--- config.mk ---
export PLATFORM = sky130hd
export DESIGN_NAME = ahb_apb_bridge_gen2_flat
export DESIGN_NICKNAME = d
export VERILOG_FILES = /design/src/rtl/ahb_apb_bridge_gen2_if.sv /design/src/rtl/ahb_apb_bridge_gen2.sv /design/src/flat_wrapper.sv
export SDC_FILE = /design/constraint.sdc
export NUM_CORES = 1
export LEC_CHECK = 0
export CORE_MARGIN = 2
export CORE_UTILIZATION = 36
export DETAILED_ROUTE_END_ITERATION = 6
export PLACE_DENSITY = 0.81
export SLEW_MARGIN = 0
export SYNTH_ARGS = -nofsm -noshare
export SYNTH_HDL_FRONTEND = slang
export SYNTH_SLANG_ARGS = --single-unit
--- constraint.sdc ---
create_clock -name Hclk -period 2.75 [get_ports Hclk]
set_clock_uncertainty 0.15 [all_clocks]
set_input_delay 0.275 -clock Hclk [delete_from_list [all_inputs] [get_ports Hclk]]
set_output_delay 0.275 -clock Hclk [all_outputs]
set_load 0.05 [all_outputs]
--- src/rtl/ahb_apb_bridge_gen2_if.sv ---
// AHB slave-side and APB requester-side signals of the AHB-to-APB bridge.
// The bridge connects through the slave modport; the environment driving
// the AHB master and the APB completers uses the master modport.
interface ahb_apb_bridge_gen2_if #(
  parameter int ADDR_W     = 32,
  parameter int DATA_W     = 32,
  parameter int NUM_SLAVES = 3
);
  logic [ADDR_W-1:0]     Haddr;
  logic [1:0]            Htrans;
  logic                  Hwrite;
  logic [DATA_W-1:0]     Hwdata;
  logic                  Hreadyin;
  logic                  Hreadyout;
  logic [1:0]            Hresp;
  logic [DATA_W-1:0]     Hrdata;
  logic [ADDR_W-1:0]     Paddr;
  logic [NUM_SLAVES-1:0] Pselx;
  logic                  Penable;
  logic                  Pwrite;
  logic [DATA_W-1:0]     Pwdata;
  logic [DATA_W-1:0]     Prdata;
  logic                  Pready;
  logic                  Pslverr;

  modport slave (
    input  Haddr, Htrans, Hwrite, Hwdata, Hreadyin, Prdata, Pready, Pslverr,
    output Hreadyout, Hresp, Hrdata, Paddr, Pselx, Penable, Pwrite, Pwdata
  );

  modport master (
    output Haddr, Htrans, Hwrite, Hwdata, Hreadyin, Prdata, Pready, Pslverr,
    input  Hreadyout, Hresp, Hrdata, Paddr, Pselx, Penable, Pwrite, Pwdata
  );
endinterface

--- src/rtl/ahb_apb_bridge_gen2.sv ---
// AHB-to-APB bridge: one AHB slave port fanned out to NUM_SLAVES APB
// completers laid out back to back from BASE_ADDR, SLAVE_SPAN bytes each.
// One APB transfer in flight at a time; supports Pready wait states,
// Pslverr-to-ERROR and out-of-map decode errors.
// Optional feature macro: BRIDGE_TIMEOUT_EN (abort ACCESS after
// TIMEOUT_CYCLES unready cycles with an ERROR response).
//
// state  | meaning
// -------+-----------------------------------------------------------
// IDLE   | no transfer; ready, OKAY, P-signals inactive
// LATCH  | AHB data phase of an accepted transfer; capture Hwdata
// SETUP  | APB setup phase, Pselx asserted
// ACCESS | APB access phase, Penable asserted, waiting on Pready
// ERR1   | first ERROR cycle (not ready)
// ERR2   | second ERROR cycle (ready); may accept the next transfer
module ahb_apb_bridge_gen2 #(
  parameter int              NUM_SLAVES     = 3,
  parameter int              ADDR_W         = 32,
  parameter int              DATA_W         = 32,
  parameter logic [ADDR_W-1:0] BASE_ADDR    = 32'h8000_0000,
  parameter logic [ADDR_W-1:0] SLAVE_SPAN   = 32'h0400_0000,
  parameter int              TIMEOUT_CYCLES = 16
) (
  input logic                  Hclk,
  input logic                  Hresetn,
  ahb_apb_bridge_gen2_if.slave bus
);

  localparam int EXT_W   = ADDR_W + 5;
  localparam int IDX_W   = (NUM_SLAVES > 1) ? $clog2(NUM_SLAVES) : 1;
  localparam int SPAN_SH = $clog2(SLAVE_SPAN);
  localparam logic [EXT_W-1:0] WIN_LO = EXT_W'(BASE_ADDR);
  localparam logic [EXT_W-1:0] WIN_HI = WIN_LO + EXT_W'(NUM_SLAVES) * EXT_W'(SLAVE_SPAN);
  localparam logic [1:0] RESP_OKAY  = 2'b00;
  localparam logic [1:0] RESP_ERROR = 2'b01;

  typedef enum logic [2:0] {
    S_IDLE, S_LATCH, S_SETUP, S_ACCESS, S_ERR1, S_ERR2
  } state_t;

  state_t                state_q, state_d;
  logic [ADDR_W-1:0]     paddr_q;
  logic                  pwrite_q;
  logic [DATA_W-1:0]     pwdata_q;
  logic [NUM_SLAVES-1:0] psel_q;
  logic                  penable_q;
  logic [IDX_W-1:0]      idx_q;

  logic                  in_range;
  logic [ADDR_W-1:0]     offset;
  logic [IDX_W-1:0]      idx_d;
  logic [NUM_SLAVES-1:0] psel_dec;
  logic                  slot;
  logic                  accept;
  logic                  hready;
  logic [1:0]            hresp;
  logic [DATA_W-1:0]     hrdata;
  logic                  timeout_hit;

  assign in_range = (EXT_W'(bus.Haddr) >= WIN_LO) && (EXT_W'(bus.Haddr) < WIN_HI);
  assign offset   = bus.Haddr - BASE_ADDR;
  assign idx_d    = IDX_W'(offset >> SPAN_SH);

  // One-hot completer select from the captured index
  always_comb begin
    psel_dec = '0;
    for (int i = 0; i < NUM_SLAVES; i++) begin
      psel_dec[i] = (idx_q == IDX_W'(i));
    end
  end

`ifdef BRIDGE_TIMEOUT_EN
  localparam int CNT_W = $clog2(TIMEOUT_CYCLES) + 1;
  logic [CNT_W-1:0] to_cnt_q;

  // Count unready ACCESS cycles; restart in every SETUP
  always_ff @(posedge Hclk or negedge Hresetn) begin
    if (!Hresetn) begin
      to_cnt_q <= '0;
    end else if (state_q == S_SETUP) begin
      to_cnt_q <= '0;
    end else if (state_q == S_ACCESS && !bus.Pready) begin
      to_cnt_q <= to_cnt_q + 1'b1;
    end
  end

  assign timeout_hit = (state_q == S_ACCESS) && !bus.Pready &&
                       (to_cnt_q == CNT_W'(TIMEOUT_CYCLES - 1));
`else
  // Never times out: ACCESS waits on Pready indefinitely
  assign timeout_hit = (TIMEOUT_CYCLES < 0);
`endif

  // Next-state and combinational AHB response
  always_comb begin
    state_d = state_q;
    hready  = 1'b1;
    hresp   = RESP_OKAY;
    hrdata  = '0;
    slot    = 1'b0;
    case (state_q)
      S_IDLE: slot = 1'b1;
      S_LATCH: begin
        hready  = 1'b0;
        state_d = S_SETUP;
      end
      S_SETUP: begin
        hready  = 1'b0;
        state_d = S_ACCESS;
      end
      S_ACCESS: begin
        if (!bus.Pready) begin
          hready = 1'b0;
          if (timeout_hit) state_d = S_ERR1;
        end else if (bus.Pslverr) begin
          hready  = 1'b0;
          hresp   = RESP_ERROR;
          state_d = S_ERR2;
        end else begin
          slot = 1'b1;
          if (!pwrite_q) hrdata = bus.Prdata;
        end
      end
      S_ERR1: begin
        hready  = 1'b0;
        hresp   = RESP_ERROR;
        state_d = S_ERR2;
      end
      S_ERR2: begin
        hresp = RESP_ERROR;
        slot  = 1'b1;
      end
      default: state_d = S_IDLE;
    endcase
    accept = slot && hready && bus.Hreadyin && bus.Htrans[1];
    if (slot) begin
      if (accept) state_d = in_range ? S_LATCH : S_ERR1;
      else        state_d = S_IDLE;
    end
  end

  // State register
  always_ff @(posedge Hclk or negedge Hresetn) begin
    if (!Hresetn) state_q <= S_IDLE;
    else          state_q <= state_d;
  end

  // Registered APB outputs; select/enable follow the state being entered
  always_ff @(posedge Hclk or negedge Hresetn) begin
    if (!Hresetn) begin
      paddr_q   <= '0;
      pwrite_q  <= 1'b0;
      pwdata_q  <= '0;
      psel_q    <= '0;
      penable_q <= 1'b0;
      idx_q     <= '0;
    end else begin
      if (accept && in_range) begin
        paddr_q  <= bus.Haddr;
        pwrite_q <= bus.Hwrite;
        idx_q    <= idx_d;
      end
      if (state_q == S_LATCH && pwrite_q) pwdata_q <= bus.Hwdata;
      psel_q    <= (state_d == S_SETUP || state_d == S_ACCESS) ? psel_dec : '0;
      penable_q <= (state_d == S_ACCESS);
    end
  end

  assign bus.Hreadyout = hready;
  assign bus.Hresp     = hresp;
  assign bus.Hrdata    = hrdata;
  assign bus.Paddr     = paddr_q;
  assign bus.Pwrite    = pwrite_q;
  assign bus.Pwdata    = pwdata_q;
  assign bus.Pselx     = psel_q;
  assign bus.Penable   = penable_q;

endmodule

--- src/flat_wrapper.sv ---
// flat-port wrapper written by rule: the top's interface ports become plain ports
module ahb_apb_bridge_gen2_flat 
#(
  parameter int              NUM_SLAVES     = 3,
  parameter int              ADDR_W         = 32,
  parameter int              DATA_W         = 32,
  parameter logic [ADDR_W-1:0] BASE_ADDR    = 32'h8000_0000,
  parameter logic [ADDR_W-1:0] SLAVE_SPAN   = 32'h0400_0000,
  parameter int              TIMEOUT_CYCLES = 16
)
  (Hclk, Hresetn, bus_Haddr, bus_Htrans, bus_Hwrite, bus_Hwdata, bus_Hreadyin, bus_Prdata, bus_Pready, bus_Pslverr, bus_Hreadyout, bus_Hresp, bus_Hrdata, bus_Paddr, bus_Pselx, bus_Penable, bus_Pwrite, bus_Pwdata);
  ahb_apb_bridge_gen2_if #(.ADDR_W(ADDR_W), .DATA_W(DATA_W), .NUM_SLAVES(NUM_SLAVES)) bus_i ();
  input logic Hclk;
  input logic Hresetn;
  input wire logic [$bits(bus_i.Haddr)-1:0] bus_Haddr;
  input wire logic [$bits(bus_i.Htrans)-1:0] bus_Htrans;
  input wire logic [$bits(bus_i.Hwrite)-1:0] bus_Hwrite;
  input wire logic [$bits(bus_i.Hwdata)-1:0] bus_Hwdata;
  input wire logic [$bits(bus_i.Hreadyin)-1:0] bus_Hreadyin;
  input wire logic [$bits(bus_i.Prdata)-1:0] bus_Prdata;
  input wire logic [$bits(bus_i.Pready)-1:0] bus_Pready;
  input wire logic [$bits(bus_i.Pslverr)-1:0] bus_Pslverr;
  output wire logic [$bits(bus_i.Hreadyout)-1:0] bus_Hreadyout;
  output wire logic [$bits(bus_i.Hresp)-1:0] bus_Hresp;
  output wire logic [$bits(bus_i.Hrdata)-1:0] bus_Hrdata;
  output wire logic [$bits(bus_i.Paddr)-1:0] bus_Paddr;
  output wire logic [$bits(bus_i.Pselx)-1:0] bus_Pselx;
  output wire logic [$bits(bus_i.Penable)-1:0] bus_Penable;
  output wire logic [$bits(bus_i.Pwrite)-1:0] bus_Pwrite;
  output wire logic [$bits(bus_i.Pwdata)-1:0] bus_Pwdata;
  assign bus_i.Haddr = bus_Haddr;
  assign bus_i.Htrans = bus_Htrans;
  assign bus_i.Hwrite = bus_Hwrite;
  assign bus_i.Hwdata = bus_Hwdata;
  assign bus_i.Hreadyin = bus_Hreadyin;
  assign bus_i.Prdata = bus_Prdata;
  assign bus_i.Pready = bus_Pready;
  assign bus_i.Pslverr = bus_Pslverr;
  assign bus_Hreadyout = bus_i.Hreadyout;
  assign bus_Hresp = bus_i.Hresp;
  assign bus_Hrdata = bus_i.Hrdata;
  assign bus_Paddr = bus_i.Paddr;
  assign bus_Pselx = bus_i.Pselx;
  assign bus_Penable = bus_i.Penable;
  assign bus_Pwrite = bus_i.Pwrite;
  assign bus_Pwdata = bus_i.Pwdata;
  ahb_apb_bridge_gen2 #(.NUM_SLAVES(NUM_SLAVES), .ADDR_W(ADDR_W), .DATA_W(DATA_W), .BASE_ADDR(BASE_ADDR), .SLAVE_SPAN(SLAVE_SPAN), .TIMEOUT_CYCLES(TIMEOUT_CYCLES)) u_core (.Hclk(Hclk), .Hresetn(Hresetn), .bus(bus_i));
endmodule
==> metrics.md, run 1 <==
| Metric | Value |
|---|---|
| Hold bufs inserted after CTS | `1` |
| I/O pins | `~210` |
| Fin. Hold Viols | `0` |
| Area contributors post-synth | `dfrtp_1 58%, mux2_2 22%, and2_1 6.5%, ha_1 1.2%, buf_6 1.1%` |
| Peak Freq | `between 300 and 400 MHz` |
| Main synth FF type | `dfrtp_1` |
| Post-CTS setup buffers | `0` |
| Worst ir drop on vdd | `about 0.00065 V` |
| Via density | `4.542` |
| Synth warnings | `0` |
| Final period utilization | `approximately 90%` |
| R2R depth | `5` |
| Cts bufs inserted | `9` |
| Dpl cells | `520` |
| Syn_nets | `about 320` |
| Setup TNS | `0 ps` |
| GRT Util Overall | `between 10% and 20%` |
| Clock sinks | `approximately 70` |
| Minimum clock period | `approximately 2500 ps` |
| Row count | `33` |
| Buf+Inv Stages, Crit Path | `1` |
| Clock share of power | `a little over an eighth` |
| Worst r2r dst | `u_core.bus.Paddr[4]` |
| Area used by multi-input combinational logic | `0.001202 mm2` |
| Hold Crit Class | `reg2reg` |
| CTS Buffer Depth | `2` |
| Port Buffers | `205` |
| Synth top area share | `between 50% and 60%` |
| Core area | `0.008258 mm2` |
| Critical-path cell list | `o21ba_2 -> o22ai_1 -> clkdlybuf4s50_1` |
| Syn avg cell area | `14.20 um2` |
| Worst-margin pin slew | `around 860 ps` |
| Routed via count | `2,439` |
| Number of distinct library cells after synthesis | `32` |
| Synth Instances | `about 220` |
| Max_cap viols | `0` |
| Clock transition at path regs | `~70 ps` |
| Area delta synth->final | `86.64%` |
| P_int | `3.054 mW` |
| Status | `completed` |
| Layout cells sized above 1 | `28.47%` |
| R2R Setup Slk | `approximately 550 ps` |
| Comb pwr share | `56.7%` |
| WHS Endpoint | `u_core.bus.Paddr[31]` |
| Fin util | `a little over two thirds` |
| CP required | `around 2300 ps` |
| RSZ-0062 raised after global routing | `no` |
| Post-CTS sizing | `0` |
| DRT Wirelength | `around 8400 um` |
| Hold depth | `1` |
| Total gr overflow | `0` |
| Top cells by count, synth | `72 x dfrtp_1, 61 x mux2_2, 32 x and2_1` |
| Antenna-violating nets left | `0` |
| Pleak | `2.514 nW` |
| Final-report max-slew violation count | `0` |
| Worst r2r src | `u_core.state_q[2]` |
| Sw frac | `between 40% and 50%` |
| Vias in the first global route | `~2,500` |
| CTS tree | `built` |
| First-pass DRT Iterations | `4` |
| PwrDens | `roughly 980 mW/mm2` |
| Post-synth EDFFs | `0` |
| Max incr delay on CP | `about 850 ps` |
| CTS H-tree lvls | `3` |
| Maximum fanout along the worst path | `11` |
| First-pass GRT wire length | `roughly 13,000 um` |
| Most numerous cell in the Yosys netlist | `dfrtp_1` |
| Final setup vio count | `0` |
| Relative slew slack | `between 40 and 50%` |
| Critical path class | `reg2out` |
| Crit path capture type | `output pin` |
| Initial DRC Count | `65` |
| Flops & latches, synth | `between 70 and 80` |
| Register area share after synthesis | `58.47%` |
| Final nets | `534` |
| Die area | `0.009316 mm2` |
| Slowest cell on crit path | `clkdlybuf4s50_1` |
| Gpl congestion | `approximately 0.72` |
| Worst path arrival time | `between 2000 and 2500 ps` |
| Largest net degree at the start of global routing | `73` |
| # fillers | `around 600` |
| Cell family with most CP delay | `buffers and inverters` |
| Reg power frac | `between 30% and 40%` |
| DR DRC count | `0` |
| Async set-reset flop share out of synthesis | `100.0%` |
| Antenna Cells | `0` |
| Die width | `96.52 um` |
| Chip Height | `around 97 um` |
| Switch Pwr | `~2.6 mW` |
| Worst hold start | `u_core.bus.Paddr[31]` |
| FF+latch area | `approximately 0.0018 mm2` |
| Synth area leader | `dfrtp_1` |
| Initial Util | `between 30% and 40%` |
| WP depth | `3` |
| Clk Tree Root Cell | `clkbuf_8` |
| Clock Latency Late Sink | `approximately 320 ps` |
| Post-detail-place hpwl | `between 6000 and 7000 um` |
| Finished Layout Cells | `between 500 and 600` |
| Crit. Startpoint | `u_core.state_q[2]` |
| WL per Instance | `15.62 um` |
| Synthesized cell area | `0.003082 mm2` |
| Antenna violations before repair | `0` |
| Setup crit start kind | `flop` |
[power groups by stage]
stage	clock, mW	sequential (mW)	combinational (mW)
2_1_floorplan	0	3.07	0.690
3_3_place_gp	0	1.71	3.18
3_5_place_dp	0	1.74	3.23
4_1_cts	0.767	1.72	3.24
5_1_grt	0.828	1.77	3.35
6_report	0.741	1.71	3.20
[how the worst max path moves through the flow]
stage / endpoint / slack (ps)
3_5_place_dp: u_core.bus.Paddr[4] / 300
4_1_cts: bus_Hreadyout / 190
3_3_place_gp: u_core.bus.Paddr[25] / 340
5_1_grt: bus_Hreadyout / 120
2_1_floorplan: u_core.bus.Paddr[0] / 610
6_report: bus_Hreadyout / 210
[logic make-up after synthesis]
logic type,after synthesis,synth area share [%]
and+or+nand+nor,54,11.90
other,1,0.1217
DFF,72,58.47
muxes,62,22.66
AOI/OAI and AO/OA,10,2.801
buffers and inverters,15,2.842
adders and majority gates,3,1.218
[flip-flops by register name (all words and copies together), names as in the netlist]
name                flops
u_core.bus.Pselx        3
u_core.state_q          3
u_core.bus.Pwrite       1
u_core.bus.Pwdata      32
u_core.bus.Penable      1
u_core.bus.Paddr       32
[routing by layer]
metal / up-vias / global-route usage (%) / share of wire, %
met4: 0 / 4.930 / 0.60
met5: - / 0 / 0
li1: 1165 / - / -
met2: 105 / 29.92 / 52
met1: 1164 / 21.24 / 38
met3: 5 / 6.594 / 9.5
[layout make-up]
cell class                 instances  share of cell area (%)
timing repair buffer             210                   42.07
sequential                        72                   31.32
multi-input combinational        130                   20.90
clock buffer                      10                   2.393
tap                              105                   2.284
clock inverter                     6                  0.7614
inverter                           4                  0.2610
[cell usage in the layout, fill, tap and decap left out, types with 2 or more instances in the layout]
master / n
and2_1: 32
buf_12: 33
buf_4: 5
clkbuf_8: 10
clkdlybuf4s50_1: 171
clkinv_2: 2
clkinv_4: 2
dfrtp_1: 72
ha_1: 3
inv_1: 4
mux2_2: 61
nand2_1: 4
nor2b_1: 3
nor3_1: 2
nor3_2: 2
nor4b_1: 2
nor4bb_1: 2
o21bai_1: 2
[worst register-to-register path: stages, from the launching register on]
cell and delay, ps:
dfrtp_1 520, nand4bb_2 320, a31oi_4 240, nor3b_4 280, buf_12 220, mux2_2 360
[per-stage QoR]
step	power, mW	worst slack (ps)	hold WS [ps]	instance area [um2]
finish	5.655	210.5	317.9	5752
global route	5.949	121.1	345.7	5752
CTS	5.723	189.7	325.4	5752
detailed placement	4.964	304.7	305.7	5560
global placement	4.889	344.1	297.5	5560
floorplan	3.760	606.6	-170.6	3082
No activity file was read; power rests on OpenSTA's default activity.
==> run 2: changes to the inputs <==
--- a/config.mk
+++ b/config.mk
@@ -5,6 +5,7 @@
 export SDC_FILE = /design/constraint.sdc
 export NUM_CORES = 1
 export LEC_CHECK = 0
+export CAP_MARGIN = 20
 export CORE_MARGIN = 2
 export CORE_UTILIZATION = 36
 export DETAILED_ROUTE_END_ITERATION = 6
==> results of run 2 <==
Same layout as run 1: the final DEF is identical, and so are final timing and power.
